===== src/rtl/inst_prefetch.sv =====
// ---------------------------------------------------------------------------
// inst_prefetch
//
// Instruction fetch/prefetch stage of the Mercury core. It issues Wishbone
// classic single reads to the instruction ROM wrapper. Returned words are
// buffered with their PCs in a small FIFO, and the FIFO head is presented to
// the decode stage. A PC redirect flushes the FIFO. A read that is still in
// flight when the redirect arrives completes on the bus, and its data is
// thrown away.
//
// Optional feature macro: INST_PREFETCH_TIMEOUT_EN
//   defined   -> 8-bit ACK watchdog. On expiry the bus cycle is abandoned,
//                FETCH_ERR_OUT is set (sticky until reset), and fetching
//                stays halted until the next REDIRECT_IN.
//   undefined -> no watchdog. FETCH_ERR_OUT is tied low and the block waits
//                for ACK indefinitely.
//
// Parameters
//   RESET_VECTOR    first fetch byte address after reset (word-aligned)
//   FIFO_DEPTH      prefetch FIFO entries; power of two, 2..16
//   TIMEOUT_CYCLES  no-ACK cycles before the watchdog fires (1..256)
//
// Ports
//   CLK             clock, all logic on posedge
//   RST_SYNC        synchronous active-high reset
//   WB_CYC_OUT      Wishbone cycle
//   WB_STB_OUT      Wishbone strobe
//   WB_ADR_OUT      fetch byte address, bits [1:0] always 0
//   WB_ACK_IN       slave acknowledge
//   WB_DAT_RD_IN    slave read data, valid with WB_ACK_IN
//   INST_VALID_OUT  FIFO head holds a valid instruction
//   INST_DATA_OUT   instruction at FIFO head
//   INST_PC_OUT     byte address of INST_DATA_OUT
//   INST_READY_IN   decode pops the head when INST_VALID_OUT & INST_READY_IN
//   REDIRECT_IN     one-cycle pulse: flush and refetch
//   REDIRECT_PC_IN  new fetch address, bits [1:0] ignored
//   FETCH_ERR_OUT   sticky bus-timeout flag
// ---------------------------------------------------------------------------
module inst_prefetch #(
  parameter logic [31:0] RESET_VECTOR   = 32'hBFC0_0000,
  parameter int          FIFO_DEPTH     = 4,
  parameter int          TIMEOUT_CYCLES = 255
) (
  input  logic        CLK,
  input  logic        RST_SYNC,
  output logic        WB_CYC_OUT,
  output logic        WB_STB_OUT,
  output logic [31:0] WB_ADR_OUT,
  input  logic        WB_ACK_IN,
  input  logic [31:0] WB_DAT_RD_IN,
  output logic        INST_VALID_OUT,
  output logic [31:0] INST_DATA_OUT,
  output logic [31:0] INST_PC_OUT,
  input  logic        INST_READY_IN,
  input  logic        REDIRECT_IN,
  input  logic [31:0] REDIRECT_PC_IN,
  output logic        FETCH_ERR_OUT
);

  localparam int PTR_W = $clog2(FIFO_DEPTH);
  localparam int CNT_W = PTR_W + 1;
  localparam logic [CNT_W-1:0] DEPTH_CNT = CNT_W'(FIFO_DEPTH);

  localparam logic [1:0] ST_IDLE    = 2'd0;
  localparam logic [1:0] ST_REQ     = 2'd1;
  localparam logic [1:0] ST_DISCARD = 2'd2;

  // -------------------------------------------------------------------------
  // State
  // -------------------------------------------------------------------------
  logic [1:0]        state_reg, state_next;
  // pc_reg is the address on the bus while a read is live. Otherwise it is
  // the next address to fetch.
  logic [31:0]       pc_reg, pc_next;
  // The redirect target is held here while the old read drains in DISCARD,
  // so that WB_ADR_OUT stays stable for the slave.
  logic [31:0]       pending_pc_reg, pending_pc_next;

  logic [PTR_W-1:0]  wr_ptr_reg;
  logic [PTR_W-1:0]  rd_ptr_reg;
  logic [CNT_W-1:0]  count_reg;
  logic [31:0]       entry_pc_reg   [FIFO_DEPTH];
  logic [31:0]       entry_data_reg [FIFO_DEPTH];

  logic [31:0]       redirect_pc;
  logic              redirect_pc_unused;
  logic              fifo_valid;
  logic              pop;
  logic              push;
  logic              credit_idle;
  logic [CNT_W-1:0]  count_after_push;
  logic              credit_after_push;
  logic              timeout;
  logic              halted;

  assign redirect_pc        = {REDIRECT_PC_IN[31:2], 2'b00};
  assign redirect_pc_unused = ^REDIRECT_PC_IN[1:0];

  assign fifo_valid = (count_reg != '0);
  // When a pop and a flush happen in the same cycle, the flush wins.
  assign pop        = fifo_valid & INST_READY_IN & ~REDIRECT_IN;
  // An ACK in DISCARD, or an ACK in the same cycle as a redirect, is dropped.
  assign push       = (state_reg == ST_REQ) & WB_ACK_IN & ~REDIRECT_IN;

  // At most one read is outstanding. In IDLE nothing is outstanding, so the
  // credit test reduces to the occupancy alone.
  assign credit_idle       = (count_reg < DEPTH_CNT);
  assign count_after_push  = count_reg + CNT_W'(1) - CNT_W'(pop);
  assign credit_after_push = (count_after_push < DEPTH_CNT);

  // -------------------------------------------------------------------------
  // Optional ACK watchdog
  // -------------------------------------------------------------------------
`ifdef INST_PREFETCH_TIMEOUT_EN
  localparam logic [7:0] WDOG_LAST = 8'(TIMEOUT_CYCLES - 1);

  logic [7:0] wdog_reg;
  logic       err_reg;
  logic       halt_reg;

  // The watchdog fires in the TIMEOUT_CYCLES-th consecutive no-ACK cycle of
  // a live bus cycle.
  assign timeout = (state_reg != ST_IDLE) & ~WB_ACK_IN & (wdog_reg == WDOG_LAST);
  assign halted  = halt_reg;

  always_ff @(posedge CLK) begin
    if (RST_SYNC) begin
      wdog_reg <= 8'd0;
      err_reg  <= 1'b0;
      halt_reg <= 1'b0;
    end else begin
      if ((state_reg == ST_IDLE) || WB_ACK_IN || timeout) begin
        wdog_reg <= 8'd0;
      end else begin
        wdog_reg <= wdog_reg + 8'd1;
      end
      err_reg  <= err_reg | timeout;
      // Only a redirect re-arms fetching after a timeout. A redirect in the
      // same cycle as the timeout re-arms it immediately.
      halt_reg <= (halt_reg | timeout) & ~REDIRECT_IN;
    end
  end

  assign FETCH_ERR_OUT = err_reg;
`else
  localparam int TIMEOUT_CYCLES_UNUSED = TIMEOUT_CYCLES;

  assign timeout       = 1'b0;
  assign halted        = 1'b0;
  assign FETCH_ERR_OUT = 1'b0;
`endif

  // -------------------------------------------------------------------------
  // Fetch FSM
  // -------------------------------------------------------------------------
  always_comb begin
    state_next      = state_reg;
    pc_next         = pc_reg;
    pending_pc_next = pending_pc_reg;
    case (state_reg)
      ST_IDLE: begin
        // A redirect seen in IDLE only loads the PC. The request starts in
        // the following cycle, once the flushed FIFO shows full credit.
        if (REDIRECT_IN) begin
          pc_next = redirect_pc;
        end else if (credit_idle && !halted) begin
          state_next = ST_REQ;
        end
      end
      ST_REQ: begin
        if (WB_ACK_IN) begin
          if (REDIRECT_IN) begin
            // The read has already ended, so there is nothing to drain. The
            // FIFO is flushed, so credit is guaranteed and the next request
            // can go straight out at the new PC.
            pc_next = redirect_pc;
          end else begin
            pc_next = pc_reg + 32'd4;
            if (!credit_after_push) begin
              state_next = ST_IDLE;
            end
          end
        end else if (timeout) begin
          state_next = ST_IDLE;
          if (REDIRECT_IN) begin
            pc_next = redirect_pc;
          end
        end else if (REDIRECT_IN) begin
          pending_pc_next = redirect_pc;
          state_next      = ST_DISCARD;
        end
      end
      ST_DISCARD: begin
        if (REDIRECT_IN) begin
          pending_pc_next = redirect_pc;
        end
        if (WB_ACK_IN || timeout) begin
          state_next = WB_ACK_IN ? ST_REQ : ST_IDLE;
          pc_next    = REDIRECT_IN ? redirect_pc : pending_pc_reg;
        end
      end
      default: begin
        state_next = ST_IDLE;
      end
    endcase
  end

  always_ff @(posedge CLK) begin
    if (RST_SYNC) begin
      state_reg      <= ST_IDLE;
      pc_reg         <= RESET_VECTOR;
      pending_pc_reg <= RESET_VECTOR;
    end else begin
      state_reg      <= state_next;
      pc_reg         <= pc_next;
      pending_pc_reg <= pending_pc_next;
    end
  end

  // -------------------------------------------------------------------------
  // Prefetch FIFO
  // -------------------------------------------------------------------------
  // The pointers are exactly PTR_W bits wide and the depth is a power of two,
  // so they wrap modulo FIFO_DEPTH on their own.
  always_ff @(posedge CLK) begin
    if (RST_SYNC || REDIRECT_IN) begin
      wr_ptr_reg <= '0;
      rd_ptr_reg <= '0;
      count_reg  <= '0;
    end else begin
      if (push) begin
        wr_ptr_reg <= wr_ptr_reg + PTR_W'(1);
      end
      if (pop) begin
        rd_ptr_reg <= rd_ptr_reg + PTR_W'(1);
      end
      count_reg <= count_reg + CNT_W'(push) - CNT_W'(pop);
    end
  end

  // The entries are plain registers that are cleared on reset. This makes
  // the head outputs read zero out of reset. The head is driven only from
  // stored entries; returning bus data never bypasses straight to the
  // outputs.
  always_ff @(posedge CLK) begin
    if (RST_SYNC) begin
      for (int i = 0; i < FIFO_DEPTH; i++) begin
        entry_pc_reg[i]   <= 32'd0;
        entry_data_reg[i] <= 32'd0;
      end
    end else if (push) begin
      entry_pc_reg[wr_ptr_reg]   <= pc_reg;
      entry_data_reg[wr_ptr_reg] <= WB_DAT_RD_IN;
    end
  end

  // -------------------------------------------------------------------------
  // Outputs
  // -------------------------------------------------------------------------
  // DISCARD keeps CYC/STB asserted because the slave still owes an ACK.
  assign WB_CYC_OUT     = (state_reg != ST_IDLE);
  assign WB_STB_OUT     = (state_reg != ST_IDLE);
  assign WB_ADR_OUT     = pc_reg;
  assign INST_VALID_OUT = fifo_valid;
  assign INST_DATA_OUT  = entry_data_reg[rd_ptr_reg];
  assign INST_PC_OUT    = entry_pc_reg[rd_ptr_reg];

endmodule


===== config.mk =====
export PLATFORM = sky130hd
export DESIGN_NAME = inst_prefetch
export DESIGN_NICKNAME = d
export VERILOG_FILES = /design/src/rtl/inst_prefetch.sv
export SDC_FILE = /design/constraint.sdc
export NUM_CORES = 1
export LEC_CHECK = 0
export BUFFER_PORTS_ARGS = -buffer_cell sky130_fd_sc_hd__clkbuf_2
export CORE_ASPECT_RATIO = 0.8
export CORE_MARGIN = 2
export CORE_UTILIZATION = 45
export CTS_CLUSTER_SIZE = 12
export DETAILED_ROUTE_END_ITERATION = 7
export SETUP_SLACK_MARGIN = 0.4
export SLEW_MARGIN = 20
export SYNTH_ARGS = -nofsm -noshare
export SYNTH_HDL_FRONTEND = slang
export SYNTH_SLANG_ARGS = --single-unit

===== constraint.sdc =====
create_clock -name CLK -period 8.4 [get_ports CLK]
set_input_delay 0 -clock CLK [delete_from_list [all_inputs] [get_ports CLK]]
set_output_delay 0 -clock CLK [all_outputs]
set_load 0.005 [all_outputs]

# Word level (Yosys, flattened, before mapping)
# Memory sizes are Yosys's and may differ from the RTL's. A register that Yosys moved wholly into a read port is not among the register bits.
# Cells that the tools add are included.
# classes
multipliers	0
bitwise_logic	5
reduce_logical	11
mux	31
order_cmp	2
n_eq_ne	11
n_addsub	7
shifts	0
div_mod_pow	0
# op_table
cell	count
2-to-1 mux 32 bit	8
case mux 32 bit (3 select lines)	1
case mux 32 bit (2 select lines)	1
OR reduction 32 bit	2
adder 32 x 3 -> 32 bit, second input constant	1
2-to-1 mux 2 bit	13
inequality test 2 bit, second input constant	6
inequality test 3 bit, second input constant	3
2-to-1 mux 1 bit	7
less-than comparator 3 bit, second input constant	2
case mux 2 bit (3 select lines)	1
AND reduction 6 bit	1
nonzero test 3 bit	2
subtractor 3 x 1 -> 3 bit	2
adder 2 x 1 -> 2 bit, second input constant	2
AND 1 bit	4
AND reduction 4 bit	1
nonzero test 2 bit	2
adder 3 x 1 -> 3 bit	1
adder 3 x 1 -> 3 bit, second input constant	1
== test 2 x 1 -> 1 bit, second input constant	1
== test 2 bit, second input constant	1
zero test 2 bit	1
AND reduction 2 bit	1
2 further kinds	2
# word_totals
input_bits	69
ramBits	256
elab_cells	75
output_inout_bits	100
romBits	0
memories	2
latchBits	0
regBits	73
# memory_table
name	depth	word_bits	rd	rd_ports_with_merged_regs	wr	line	text
entry_data_reg	4	32	1	1	4	83	logic [31:0] entry_data_reg [FIFO_DEPTH];
entry_pc_reg	4	32	1	1	4	82	logic [31:0] entry_pc_reg [FIFO_DEPTH];

# Longest topological paths before layout
# depth
word_depth	9
depth_mapped	12
ltp_nobuf	11

# Worst setup path before layout
# No wires, ideal clock.
# synth_timing
kind	register to register
startpoint	register state_reg[1]
endpoint	memory entry_data_reg[0][0], enable pin
setup_ns	0.581
arrival_time_ns	5.864
path_stages_with_launch	8
setup_slack_ns	1.956
period_less_slack_ns	6.444
n_path_buf	1
required_time_ns	7.819
cell_sequence	dfxtp_1 > inv_1 > ha_1 > buf_4 > nand2_1 > nor2_1 > inv_1 > o31ai_1
# synth_lines
item	line	text
from (decl)	71	logic [1:0] state_reg, state_next;
from (signal assigned)	214	state_reg <= state_next;
to (decl)	83	

==> qor.txt <==
OUTCOME
--------------------------------------------------------------------------------------------------------
Status                                                                                         completed

WORST SETUP PATH
--------------------------------------------------------------------------------------------------------
Kind of start point of the critical path                                                       flip-flop
Required time of the worst setup path                                                            8.79 ns
Number of buffers and inverters on the critical path                                                   2
Critical path arrival                                                                            3.95 ns
Reg2reg setup slack                                                                              4.83 ns
Critical path start-end classification                                                           reg2reg
Maximum fanout count along the critical path                                                          46
CP endpoint kind                                                                               flip-flop
Slowest stage cell on the critical path                                                           nor3_2
Sequence of cells on the critical path                                                      inv_1, ha_1, nand2_1, nor2_1, nand2_1, nor3_2, buf_4, and2_1
Delay of the slowest cell on the worst path                                                      0.81 ns
Cell family contributing the most delay on the critical path                                simple AND/OR/NAND/NOR gates
Cell occurring most often along the worst timing path                                            nand2_1

CLOCK TREE
--------------------------------------------------------------------------------------------------------
Latest clock arrival within the worst-skew pair                                                  0.53 ns
CTS resizes                                                                                            0
Level count of the clock H-tree                                                                        2
CTS buffer count                                                                                      36
CTS tree                                                                                            done
Clock buffer depth                                                                                     3
Hold_buf cts                                                                                          63
Setup Buffers After CTS                                                                                0
Root Buffer Master                                                                             clkbuf_16
Post-CTS clock slew at the launch and capture registers of the worst setup and hold paths        0.06 ns
Clk sink count                                                                                       331

DIE
--------------------------------------------------------------------------------------------------------
Starting Density                                                                                   45.8%
Die outline width                                                                                 211 um
Core ar.                                                                                       33800 um2
Die Y-Extent                                                                                      170 um
Top-level port count                                                                                 169
Die area                                                                                       35900 um2
Count of standard-cell rows                                                                           60

WORST HOLD PATH
--------------------------------------------------------------------------------------------------------
Class of the tightest hold or removal check                                                       in2reg

SYNTHESIS
--------------------------------------------------------------------------------------------------------
Most used DFF post-synth                                                                        edfxtp_1
Mapped Area                                                                                    15500 um2
Parity-gate share of the synthesized area counting xor and xnor cells                             0.962%
Gate Count Post-Synth                                                                               1221
Fraction of the mapped netlist area in adder cells                                                0.776%
Simple logic cell fraction of the synthesized area                                                 17.3%
Fraction of the yosys area taken by sequential cells                                               59.3%
Post-Synthesis Mean Instance Area                                                               12.7 um2
Share of the synthesized area in the top cell type                                                 49.6%
Count of flip-flops with a built-in enable after synthesis                                           256
Net count after synthesis                                                                           1299
Fraction of synthesized area in multiplexers                                                       10.2%
Dominant combinational cell family by area after synthesis                                  simple AND/OR/NAND/NOR gates
Flip-flop and latch count after synthesis                                                            331
Most area-consuming cells after synthesis                                                   edfxtp_1 50%, and2_1 9.8%, dfxtp_1 9.7%, mux4_2 9.3%, nand2_1 2.2%
Area leader, netlist                                                                            edfxtp_1
YS warnings                                                                                            0
Async SR Flop Fraction                                                                                0%
Number of different library cells in the post-synthesis netlist                                       69
Synth Area in Compound Gates                                                                       8.22%

JOB
--------------------------------------------------------------------------------------------------------
Max-cap check violation count                                                                          0

POWER
--------------------------------------------------------------------------------------------------------
Maximum ir drop on the vdd rail                                                                 0.130 mV
Net Sw Frac                                                                                        27.6%
Share of total power in sequential cells                                                           49.1%
Power density of the placed cells                                                             223 nW/um2
Fraction of power consumed by combinational cells                                                  14.6%
Net Switching                                                                                  0.00113 W
Int Pwr                                                                                        0.00297 W
Relative contribution of the clock network to total power                                          36.2%
Leakage component of the power                                                                   6.83 nW

TIMING
--------------------------------------------------------------------------------------------------------
Hold Fails Final Rpt                                                                                   0
Final setup TNS                                                                                     0 ns
Max Clock Skew                                                                                 0.0130 ns
Unrepaired setup endpoints after global routing                                                       no
Relative slew slack                                                                                27.1%
Final worst hold slack                                                                         0.0448 ns
Number of slew-limit violations in the final report                                                    0
Slew at the pin closest to its max-slew limit                                                    1.09 ns
Min cycle time layout                                                                            3.57 ns
Part of the cycle the worst path needs                                                             42.5%
Number of setup violations in the final report                                                         0
Max Clk Rate                                                                                     280 MHz

ROUTING
--------------------------------------------------------------------------------------------------------
Via count normalized by instance count                                                              5.63
WL per Instance                                                                                  21.2 um
Count of unresolved DRC violations after routing                                                       0
Total detailed-routing wirelength                                                               39400 um
Detailed-routing iteration count for the pre-antenna-repair pass                                       5
Count of antenna-violating nets left after detailed routing                                            0
Iter 0 DRT Violations                                                                               1031
Via count                                                                                          10500

GLOBAL ROUTE
--------------------------------------------------------------------------------------------------------
Total global routing track utilization                                                             22.1%
Final global-route overflow total                                                                      0
Global-route wire length before repair                                                          60900 um
Largest net degree at the start of global routing                                                     65
Antenna violations before repair                                                                       1
Vias in the first global route                                                                     10600

LAYOUT
--------------------------------------------------------------------------------------------------------
Final design area excluding fillers                                                            18400 um2
Nets                                                                                                1481
Share of final-layout standard cells stronger than drive strength 1                                22.8%
Count of non-filler cells in the finished layout                                                    1863
Commonest non-fill, non-tap cells in the layout                                             256 x edfxtp_1, 242 x and2_1, 165 x clkbuf_2, 90 x nand2_1, 73 x dfxtp_1
Area growth from synthesis to layout                                                               18.8%
Most common library cell in the layout ignoring fill and taps                                   edfxtp_1
Core Util, Final                                                                                   54.4%

PLACE
--------------------------------------------------------------------------------------------------------
GP Congestion                                                                                      0.873
Number of port buffers                                                                               165
Detailed-placement wirelength estimate                                                          22900 um
# placed instances                                                                                  1736
Post-placement cell area                                                                       16700 um2

==> routing by layer <==
layer / routed length [um] / part of all wire, % / GRT usage (%)
met5: 0 / 0 / 0
met3: 2460 / 6.2 / 4.04
met4: 868 / 2.2 / 6.25
met1: 17900 / 45 / 31.1
met2: 18200 / 46 / 35.5
==> power by group through the flow <==
stage | sequential (W) | combinational [W] | clock (W)
6_report | 0.00202 | 0.000600 | 0.00149
5_1_grt | 0.00204 | 0.000659 | 0.00158
4_1_cts | 0.00202 | 0.000600 | 0.00152
3_5_place_dp | 0.00205 | 0.000574 | 0
3_3_place_gp | 0.00205 | 0.000569 | 0
2_1_floorplan | 0.00198 | 0.000386 | 0
==> tightest hold or removal path, stage by stage <==
cell and delay, ns:
clkbuf_2 0.08, buf_4 0.29, a21oi_1 0.17
==> Yosys cell counts (7+ instances only) <==
library cell and n:
a21oi_1 36, a221o_1 10, a221oi_1 15, a22o_1 19
a31oi_1 8, and2_1 242, buf_1 10, buf_2 10
clkbuf_1 78, dfxtp_1 75, edfxtp_1 256, ha_1 8
inv_1 20, mux2_2 10, mux4_2 64, nand2_1 90
nand3_1 27, nand4_1 7, nor2_1 45, nor3_1 20
nor4_1 14, o211ai_1 10, o21ai_0 42, o221ai_1 10
xnor2_1 8, xor2_1 9
==> path summary, 6_finish.rpt <==
path	start	to	depth (start not counted)
max	state_reg[1]	entry_data_reg[0][11]	8
min	RST_SYNC	pending_pc_reg[2]	3
max reg2reg	state_reg[1]	entry_data_reg[0][11]	8
min reg2reg	pending_pc_reg[3]	pending_pc_reg[3]	2
==> per-stage QoR <==
step                setup slack (ns)  power (W)
finish                          4.83    0.00411
global route                    4.48    0.00427
CTS                             4.79    0.00413
detailed placement              4.82    0.00262
global placement                4.92    0.00261
floorplan                       1.96    0.00237
==> cell families (layout without fill, tap and decap cells) <==
group | Yosys count | after routing
muxes | 76 | 76
xor gates and xnor gates | 17 | 17
buffers and inverters | 123 | 330
AOI/OAI and AO/OA | 182 | 182
and+or+nand+nor | 482 | 482
DFF | 331 | 331
other | 1 | 2
adders and majority gates | 9 | 9
==> layout make-up <==
| type | instances | area (um2) |
|---|---|---|
| clock buffer | 54 | 998 |
| multi-input combinational | 767 | 5900 |
| antenna | 1 | 2.50 |
| clock inverter | 9 | 82.6 |
| fill | 2856 | 15400 |
| timing repair buffer | 246 | 1590 |
| sequential | 331 | 9200 |
| inverter | 21 | 78.8 |
| tap | 434 | 543 |
Power figures use the tool's default switching activity.
